$ cat src/rtl/act_pkg.sv
// Shared constants and address-split helper for the activation bank reader.
// Address layout: bank = low LOG_Z bits of a neuron index, row = remaining high bits.
package act_pkg;

  localparam int p     = 32;
  localparam int z     = 8;
  localparam int fo    = 2;
  localparam int width = 8;

  localparam int LOG_P = $clog2(p);
  localparam int LOG_Z = $clog2(z);
  localparam int ROWS  = p / z;
  localparam int ROW_W = LOG_P - LOG_Z;
  localparam int BEATS = fo * p / z;
  localparam int CNT_W = $clog2(BEATS);

  typedef struct packed {
    logic [ROW_W-1:0] row;
    logic [LOG_Z-1:0] bank;
  } act_loc_t;

  function automatic act_loc_t act_loc(input logic [LOG_P-1:0] idx);
    act_loc_t loc;
    loc.row  = idx[LOG_P-1:LOG_Z];
    loc.bank = idx[LOG_Z-1:0];
    return loc;
  endfunction

endpackage

$ cat src/rtl/act_bank.sv
// One activation bank: ROWS x width storage, one write port and one
// read-first registered read port gated by rd_en.
module act_bank
  import act_pkg::*;
(
  input  logic             clk,
  input  logic             reset_n,
  input  logic             wr_en,
  input  logic [ROW_W-1:0] wr_row,
  input  logic [width-1:0] wr_data,
  input  logic             rd_en,
  input  logic [ROW_W-1:0] rd_row,
  output logic [width-1:0] rd_data
);

  logic [width-1:0] mem [ROWS];

  // NOTE: storage is deliberately left out of reset so it maps onto plain RAM/regfile cells.
  always_ff @(posedge clk) begin
    if (wr_en) mem[wr_row] <= wr_data;
  end

  // NOTE: non-blocking read of mem samples the pre-write value, giving read-first on a same-row collision.
  always_ff @(posedge clk or negedge reset_n) begin
    if (!reset_n) begin
      rd_data <= '0;
    end else if (rd_en) begin
      rd_data <= mem[rd_row];
    end
  end

endmodule

$ cat src/rtl/act_bank_reader.sv
// Reads z interleaved activations per address package into a single output
// stage, counts beats per junction and flags lane/bank mismatches.
module act_bank_reader
  import act_pkg::*;
(
  input  logic                 clk,
  input  logic                 reset_n,
  input  logic                 wr_en,
  input  logic [LOG_P-1:0]     wr_addr,
  input  logic [width-1:0]     wr_data,
  input  logic                 rd_valid,
  output logic                 rd_ready,
  input  logic [LOG_P*z-1:0]   memory_index_package,
  output logic                 out_valid,
  input  logic                 out_ready,
  output logic [width*z-1:0]   act_package,
  output logic                 junction_done,
  output logic                 addr_err
);

  act_loc_t         wr_loc;
  logic             accept;
  logic             deliver;
  logic [z-1:0]     lane_bad;
  logic [CNT_W-1:0] beat_cnt;

  assign wr_loc   = act_loc(wr_addr);
  assign rd_ready = !out_valid || out_ready;
  assign accept   = rd_valid && rd_ready;
  assign deliver  = out_valid && out_ready;

  for (genvar gi = 0; gi < z; gi++) begin : g_lane
    act_loc_t lane_loc;
    assign lane_loc     = act_loc(memory_index_package[LOG_P*gi +: LOG_P]);
    // Lane gi always reads bank gi; the low address bits only feed the error check.
    assign lane_bad[gi] = (lane_loc.bank != LOG_Z'(gi));

    act_bank u_bank (
      .clk     (clk),
      .reset_n (reset_n),
      .wr_en   (wr_en && (wr_loc.bank == LOG_Z'(gi))),
      .wr_row  (wr_loc.row),
      .wr_data (wr_data),
      .rd_en   (accept),
      .rd_row  (lane_loc.row),
      .rd_data (act_package[width*gi +: width])
    );
  end

  always_ff @(posedge clk or negedge reset_n) begin
    if (!reset_n) begin
      out_valid     <= 1'b0;
      addr_err      <= 1'b0;
      beat_cnt      <= '0;
      junction_done <= 1'b0;
    end else begin
      if (accept)       out_valid <= 1'b1;
      else if (deliver) out_valid <= 1'b0;

      if (accept && |lane_bad) addr_err <= 1'b1;

      junction_done <= deliver && (beat_cnt == CNT_W'(BEATS - 1));
      if (deliver) begin
        if (beat_cnt == CNT_W'(BEATS - 1)) beat_cnt <= '0;
        else                               beat_cnt <= beat_cnt + 1'b1;
      end
    end
  end

endmodule

$ cat config.mk
export PLATFORM = sky130hd
export DESIGN_NAME = act_bank_reader
export DESIGN_NICKNAME = d
export VERILOG_FILES = /design/src/rtl/act_pkg.sv /design/src/rtl/act_bank.sv /design/src/rtl/act_bank_reader.sv
export SDC_FILE = /design/constraint.sdc
export NUM_CORES = 1
export LEC_CHECK = 0
export ABC_AREA = 0
export BUFFER_PORTS_ARGS = -buffer_cell sky130_fd_sc_hd__buf_4
export CAP_MARGIN = 20
export CORE_MARGIN = 3
export CORE_UTILIZATION = 58
export CTS_CLUSTER_DIAMETER = 120
export DETAILED_ROUTE_END_ITERATION = 10
export PLACE_DENSITY = 0.76
export REMOVE_ABC_BUFFERS = 1
export SYNTH_ARGS = -nofsm -noshare
export SYNTH_HDL_FRONTEND = slang
export SYNTH_HIERARCHICAL = 1
export SYNTH_SLANG_ARGS = --single-unit
$ cat constraint.sdc
create_clock -name clk -period 3 [get_ports clk]
set_clock_uncertainty 0.2 [all_clocks]
set_input_delay 0.15 -clock clk [delete_from_list [all_inputs] [get_ports clk]]
set_output_delay 0.15 -clock clk [all_outputs]
set_load 0.005 [all_outputs]
==> results of run 1 <==
[through the flow]
| stage | cells | total power (W) | cell area [um2] | hold slack, ns |
|---|---|---|---|---|
| after CTS | 1183 | 0.01024 | 15120 | 0.04359 |
| after detailed placement | 1084 | 0.006059 | 13590 | 0.1560 |
| after floorplan | 674 | 0.005542 | 12230 | -0.3456 |
| final | 1183 | 0.01016 | 15120 | 0.06837 |
| after global routing | 1183 | 0.01053 | 15120 | 0.08850 |
| after global placement | 1084 | 0.006015 | 13590 | 0.1324 |
[layer usage]
metal,track usage (%),part of all wire [%]
met1,30.25,41
met2,36.80,50
met3,4.615,7.0
met4,5.261,1.9
met5,0,0
[power by group]
| group | leakage (nW) | internal, W | total, W | switching (W) |
|---|---|---|---|---|
| sequential | 3.17 | 0.00507 | 0.00518 | 0.000117 |
| clock | 0.546 | 0.00253 | 0.00414 | 0.00160 |
| combinational | 2.13 | 0.000430 | 0.000840 | 0.000410 |
[cell usage after synthesis (2+ instances only)]
cell / instances
buf_1: 8
nor3b_1: 8
and3b_1: 8
nor4b_1: 2
buf_6: 8
dfrtp_1: 70
ha_1: 2
nand2_1: 21
nor2_1: 14
and3_1: 9
nor3_1: 4
buf_12: 8
edfxtp_1: 256
mux2i_1: 128
nand2b_1: 78
o221ai_1: 64
[cells by family (layout without fill, tap and decap cells)]
family	after synthesis	in the layout	synth area share (%)
buffers and inverters	24	234	2.240
AND/OR/NAND/NOR	149	149	7.119
adder cells (fa/ha/maj)	2	2	0.1999
AO/OA/AOI/OAI	68	68	4.689
flip-flops	326	326	75.42
multiplexers	129	129	10.33
[critical path: stages, from the launching register on]
cell	delay [ns]
dfrtp_1	0.40
nand2b_1	0.14
and2_2	0.25
buf_4	0.43
nand2_1	0.31
o221ai_1	0.25
dlygate4sd3_1	0.57
[sequential cells by signal (all words and copies together) (netlist names)]
signal and flops:
beat_cnt 3, g_lane.u_bank/rd_data 64, out_valid 1, addr_err 1
g_lane.u_bank/mem 256, junction_done 1
[how the worst max path moves through the flow]
stage                from                     endpoint  cells after the start
2_1_floorplan   out_valid  g_lane[0].u_bank/rd_data[0]                      4
3_3_place_gp   wr_addr[2]   g_lane[0].u_bank/mem[2][5]                      5
3_5_place_dp    out_valid  g_lane[7].u_bank/rd_data[0]                      5
4_1_cts         out_valid  g_lane[7].u_bank/rd_data[4]                      6
5_1_grt         out_valid  g_lane[7].u_bank/rd_data[4]                      6
6_report        out_valid  g_lane[7].u_bank/rd_data[4]                      6
[final cells by class]
| cell class | instances | area, um2 | share of cell area [%] |
|---|---|---|---|
| timing repair buffer | 177 | 1434 | 9.485 |
| clock inverter | 17 | 244.0 | 1.614 |
| tap | 275 | 344.1 | 2.276 |
| multi-input combinational | 348 | 2796 | 18.50 |
| sequential | 326 | 9439 | 62.44 |
| clock buffer | 40 | 859.6 | 5.686 |
[timing repair]
| action | 4_1_cts | 5_1_grt |
|---|---|---|
| hold endpoints to repair | 412 | 0 |
| resized for setup | 0 | 0 |
| hold buffers | 42 | 0 |
==> flow_metrics.py, run 1 <==
metrics = {
    "clock_tree": {
        "post_cts_buffers": 0,
        "clock_latency_ns": 0.53,
        "cts.clk_slew.worst_paths_ns": 0.06,
        "htreeDepth": 1,
        "cts_buffers": 31,
        "ctsLongestPathBuffers": 3,
        "cts_root_buffer": "clkbuf_16",
        "cts_tree": "done",
        "cts_sinks": 326,
    },
    "timing": {
        "rsz0062_at_grt": "no",
        "tns_ns": 0,
        "final-setup-viol-count": 0,
        "min_period_ns": 2.634,
        "drv_slew": 0,
        "max_freq_mhz": 379.6,
        "setup_slack_ns": 0.3659,
        "hold_violations": 0,
        "worst_pin_slew_ns": 0.9636,
        "finalCritPeriodShare_pct": 87.80,
        "slew_headroom_pct": 35.76,
    },
    "finish": {
        "diodes": 0,
        "n_fill_cell": 1321,
        "synthToLayoutAreaGrowth_pct": 20.80,
        "finish.utilization_pct": 71.69,
        "nets": 944,
        "layout_commonest_cell": "edfxtp_1",
        "drive_above_1_share_pct": 21.04,
        "layout_common_cells": "edfxtp_1, buf_4, mux2i_1",
    },
    "drt": {
        "wire_per_inst_um": 21.79,
        "antenna_left": 0,
        "drc_errors": 0,
        "vias": 6918,
        "initialDrtViolationCount": 461,
        "viasPerCell": 5.848,
        "firstDrtPassIters": 5,
        "routed_wl_um": 25780,
    },
    "setup_path": {
        "crit_arrival_ns": 2.91,
        "regToRegStartpoint": "out_valid",
        "worst_setup_path_start_kind": "register",
        "crit_required_ns": 3.28,
        "ff2ff_path_depth": 6,
        "reg2reg_to": "g_lane[7].u_bank/rd_data[4]",
        "critPathKind": "register to register",
        "ff2ff_setup_slack_ns": 0.37,
        "end_kind": "register",
        "crit_fanout": 52,
    },
    "yosys": {
        "synth_cells": 698,
        "synth-main-ff-cell": "edfxtp_1",
        "ys_types": 26,
        "syn-cell-area_um2": 12510,
        "yosysWarnings": 6,
        "postSynthRegisterBits": 326,
        "synth-edff-count": 256,
        "synth_area_leaders": "edfxtp_1, dfrtp_1, mux2i_1",
        "yosysTopAreaCell": "edfxtp_1",
        "async_flop_share_pct": 21.47,
        "ys_seq_area_share_pct": 75.42,
        "synth_top_area_share_pct": 61.43,
        "syn_avg_cell_area_um2": 17.93,
    },
    "global_route": {
        "grt_pass1_wl_um": 40570,
        "grt_max_degree": 71,
        "grt_pass1_vias": 7261,
        "grt_usage_pct": 21.99,
        "antenna_found_initial": 0,
        "globalRouteOverflowTotal": 0,
    },
    "place": {
        "port_buffers": 125,
        "gp_congestion": 0.8312,
        "place_ws_ns": 0.8955,
        "dp_hpwl_um": 15520,
    },
    "floorplan": {
        "die_h_um": 152.9,
        "coreArea_um2": 21090,
        "start_util_pct": 59.34,
        "io-pin-count": 126,
        "die_w_um": 152.9,
        "rows": 53,
        "dieArea_um2": 23380,
    },
    "worst_hold_path": {
        "whs_path_depth": 3,
        "hold_path_end": "g_lane[3].u_bank/mem[2][0]",
        "hold_path_class": "input port to register",
        "min_from": "wr_addr[4]",
    },
    "pwr": {
        "p_per_area_nw_per_um2": 672.0,
        "power_leakage_nw": 5.838,
        "ir_drop_mv": 0.5615,
    },
    "flow_run": {
        "cap_violations": 0,
    },
    "status": {
        "status": "complete, no violations",
    },
}
No activity file was read; power rests on OpenSTA's default activity.
==> run 2, diff against run 1 <==
--- a/config.mk
+++ b/config.mk
@@ -5,11 +5,11 @@
 export SDC_FILE = /design/constraint.sdc
 export NUM_CORES = 1
 export LEC_CHECK = 0
-export ABC_AREA = 0
+export ABC_AREA = 1
 export BUFFER_PORTS_ARGS = -buffer_cell sky130_fd_sc_hd__buf_4
 export CAP_MARGIN = 20
 export CORE_MARGIN = 3
-export CORE_UTILIZATION = 58
+export CORE_UTILIZATION = 59
 export CTS_CLUSTER_DIAMETER = 120
 export DETAILED_ROUTE_END_ITERATION = 10
 export PLACE_DENSITY = 0.76
@@ -18,3 +18,4 @@
 export SYNTH_HDL_FRONTEND = slang
 export SYNTH_HIERARCHICAL = 1
 export SYNTH_SLANG_ARGS = --single-unit
+export TNS_END_PERCENT = 20
==> run 2 against run 1 <==
Area after synthesis rose by 11%; wire length grew 15%; count of clock-buffer cells in the layout rose by 7; final area grew 12%; global-route usage increased by 1.6 points; total power is 1.4% higher; non-clock buffer count up 37; critical path type is now input port to register; maximum frequency decreased by 4.5%; register-to-register slack improved by 0.42 ns.
==> flow_metrics.py, run 2 <==
metrics = {
    "global_route": {
        "grt_usage_pct": 23.55,
        "grt_pass1_vias": 9640,
        "globalRouteOverflowTotal": 0,
        "grt_max_degree": 71,
        "grt_pass1_wl_um": 48400,
        "antenna_found_initial": 1,
    },
    "yosys": {
        "yosysMostFrequentCell": "nand2_1",
        "synth_area_leaders": "edfxtp_1, nand2_1, dfrtp_1",
        "synth-main-ff-cell": "edfxtp_1",
        "yosysWarnings": 6,
        "ys_types": 16,
        "syn_avg_cell_area_um2": 9.881,
        "synth_cells": 1409,
        "synth_top_area_share_pct": 55.22,
        "ys_seq_area_share_pct": 67.80,
        "synthTopCellsByCount": "nand2_1, inv_1, edfxtp_1",
        "syn-cell-area_um2": 13920,
        "postSynthRegisterBits": 326,
        "yosysTopAreaCell": "edfxtp_1",
        "synth-edff-count": 256,
        "async_flop_share_pct": 21.47,
    },
    "finish": {
        "multi_input_area_um2": 2957,
        "n_fill_cell": 1616,
        "regMostFlops": "g_lane.u_bank/mem",
        "layout_commonest_cell": "nand2_1",
        "layout_common_cells": "nand2_1, inv_1, edfxtp_1",
        "largest_reg_flops": 256,
        "largest_registers": "g_lane.u_bank/mem x256, g_lane.u_bank/rd_data x64, beat_cnt x3",
        "regArea_um2": 9439,
        "instances_no_fill": 1958,
        "synthToLayoutAreaGrowth_pct": 21.35,
        "drive_above_1_share_pct": 13.87,
        "nets": 1679,
    },
    "worst_hold_path": {
        "hold_path_class": "input port to register",
        "min_from": "wr_addr[3]",
        "hold_path_end": "g_lane[3].u_bank/mem[2][1]",
        "whs_path_depth": 2,
    },
    "pwr": {
        "power_leakage_nw": 8.163,
        "ir_drop_mv": 0.4939,
        "p_per_area_nw_per_um2": 609.8,
        "p_total_w": 0.01030,
    },
    "drt": {
        "drc_errors": 0,
        "routed_wl_um": 29560,
        "top_layer": "met4",
        "met1_length_um": 12320,
        "initialDrtViolationCount": 709,
        "viasPerCell": 4.925,
        "vias": 9643,
        "antenna_left": 0,
        "dr_wl_met2_um": 14730,
        "route.met3.wl_um": 1903,
        "firstDrtPassIters": 5,
        "wire_per_inst_um": 15.10,
    },
    "clock_tree": {
        "cts_resized": 0,
        "cts.clk_slew.worst_paths_ns": 0.06,
        "clock_latency_ns": 0.50,
        "htreeDepth": 2,
        "cts_tree": "done",
        "hold_buffers": 57,
        "cts_buffers": 34,
        "ctsLongestPathBuffers": 3,
        "cts_root_buffer": "clkbuf_16",
        "post_cts_buffers": 0,
        "cts_sinks": 326,
    },
    "timing": {
        "min_period_ns": 2.757,
        "final-setup-viol-count": 0,
        "max_freq_mhz": 362.7,
        "worst_pin_slew_ns": 1.069,
        "hold_violations": 0,
        "finalCritPeriodShare_pct": 91.91,
        "slew_headroom_pct": 28.21,
        "tns_ns": 0,
        "rsz0062_at_grt": "no",
        "whs_ns": 0.06615,
        "setup_slack_ns": 0.2427,
        "drv_slew": 0,
    },
    "setup_path": {
        "crit_fanout": 1,
        "reg2reg_to": "g_lane[0].u_bank/rd_data[4]",
        "ff2ff_path_depth": 8,
        "critPathKind": "input port to register",
        "end_kind": "register",
        "crit_arrival_ns": 2.94,
        "ff2ff_setup_slack_ns": 0.79,
        "crit_required_ns": 3.18,
        "regToRegStartpoint": "g_lane[0].u_bank/mem[3][4]",
        "worst_setup_path_start_kind": "input port",
    },
    "place": {
        "gp_congestion": 0.8253,
        "place_ws_ns": 0.9916,
        "dp.cells": 1839,
        "dp_hpwl_um": 17900,
        "port_buffers": 125,
    },
    "floorplan": {
        "coreArea_um2": 22920,
        "dieArea_um2": 25480,
        "die_h_um": 159.6,
        "rows": 55,
        "start_util_pct": 60.75,
        "io-pin-count": 126,
        "die_w_um": 159.6,
    },
    "status": {
        "status": "complete, no violations",
    },
    "flow_run": {
        "cap_violations": 0,
    },
}
[run 2: changes by cell type after synthesis, sizes merged, moves of 4 or more]
cell	previous run	this run
nor2	14	18
nand2	21	538
buf	24	40
nor3	4	32
nand3	0	130
and3	9	0
and3b	8	0
o221ai	64	0
nor3b	8	0
inv	0	319
mux2i	128	0
nand2b	78	0
[run 2: cells by family (layout without fill, tap and decap cells)]
family / count (synthesis) / after routing / synth area share [%]
adders and majority gates: 2 / 2 / 0.1797
buffers and inverters: 359 / 594 / 11.05
and+or+nand+nor: 718 / 718 / 20.83
other: 0 / 1 / 0
AOI/OAI and AO/OA: 4 / 4 / 0.1437
DFF: 326 / 326 / 67.80
[run 2: power by group]
part	internal, W	leakage [nW]	switching [W]	total, W
Sequential	0.00507	3.16	0.000106	0.00517
Clock	0.00257	0.565	0.00163	0.00420
Combinational	0.000407	4.44	0.000520	0.000927
[run 2: worst max path at each step]
stage	slack [ns]	end	start
final	0.24	addr_err	memory_index_package[21]
after global routing	0.15	addr_err	memory_index_package[21]
after CTS	0.33	addr_err	memory_index_package[21]
after detailed placement	0.99	g_lane[1].u_bank/mem[3][7]	wr_addr[1]
after global placement	1.07	g_lane[5].u_bank/rd_data[1]	out_valid
after floorplan	-1.09	g_lane[0].u_bank/rd_data[0]	out_valid
[run 2: critical path, cell delays in order]
cell           delay [ns]
dlygate4sd3_1        0.54
buf_4                0.13
nor2_1               0.10
dlygate4sd3_1        0.56
nand2_1              0.04
dlygate4sd3_1        0.56
nor2_1               0.10
dlygate4sd3_1        0.57
nand3_1              0.08
nand2_1              0.06
nand2_1              0.05
[run 2: final cells by class]
type / count / share of cell area [%]
antenna: 1 / 0.01481
clock buffer: 47 / 5.865
clock inverter: 14 / 0.8739
inverter: 319 / 7.206
multi-input combinational: 724 / 17.50
sequential: 326 / 55.87
tap: 313 / 2.318
timing repair buffer: 214 / 10.35
[run 2: layer usage]
metal / vias up / track usage (%)
met5: - / 0
met4: 0 / 6.645
met3: 49 / 3.684
met2: 319 / 41.24
met1: 4497 / 30.81
li1: 4778 / -
[run 2: per-stage QoR]
stage	utilization [%]	area, um2
5_1_grt	73.73	16900
3_3_place_gp	66.26	15180
2_1_floorplan	-	13600
4_1_cts	73.72	16890
6_report	73.73	16900
3_5_place_dp	66.26	15180
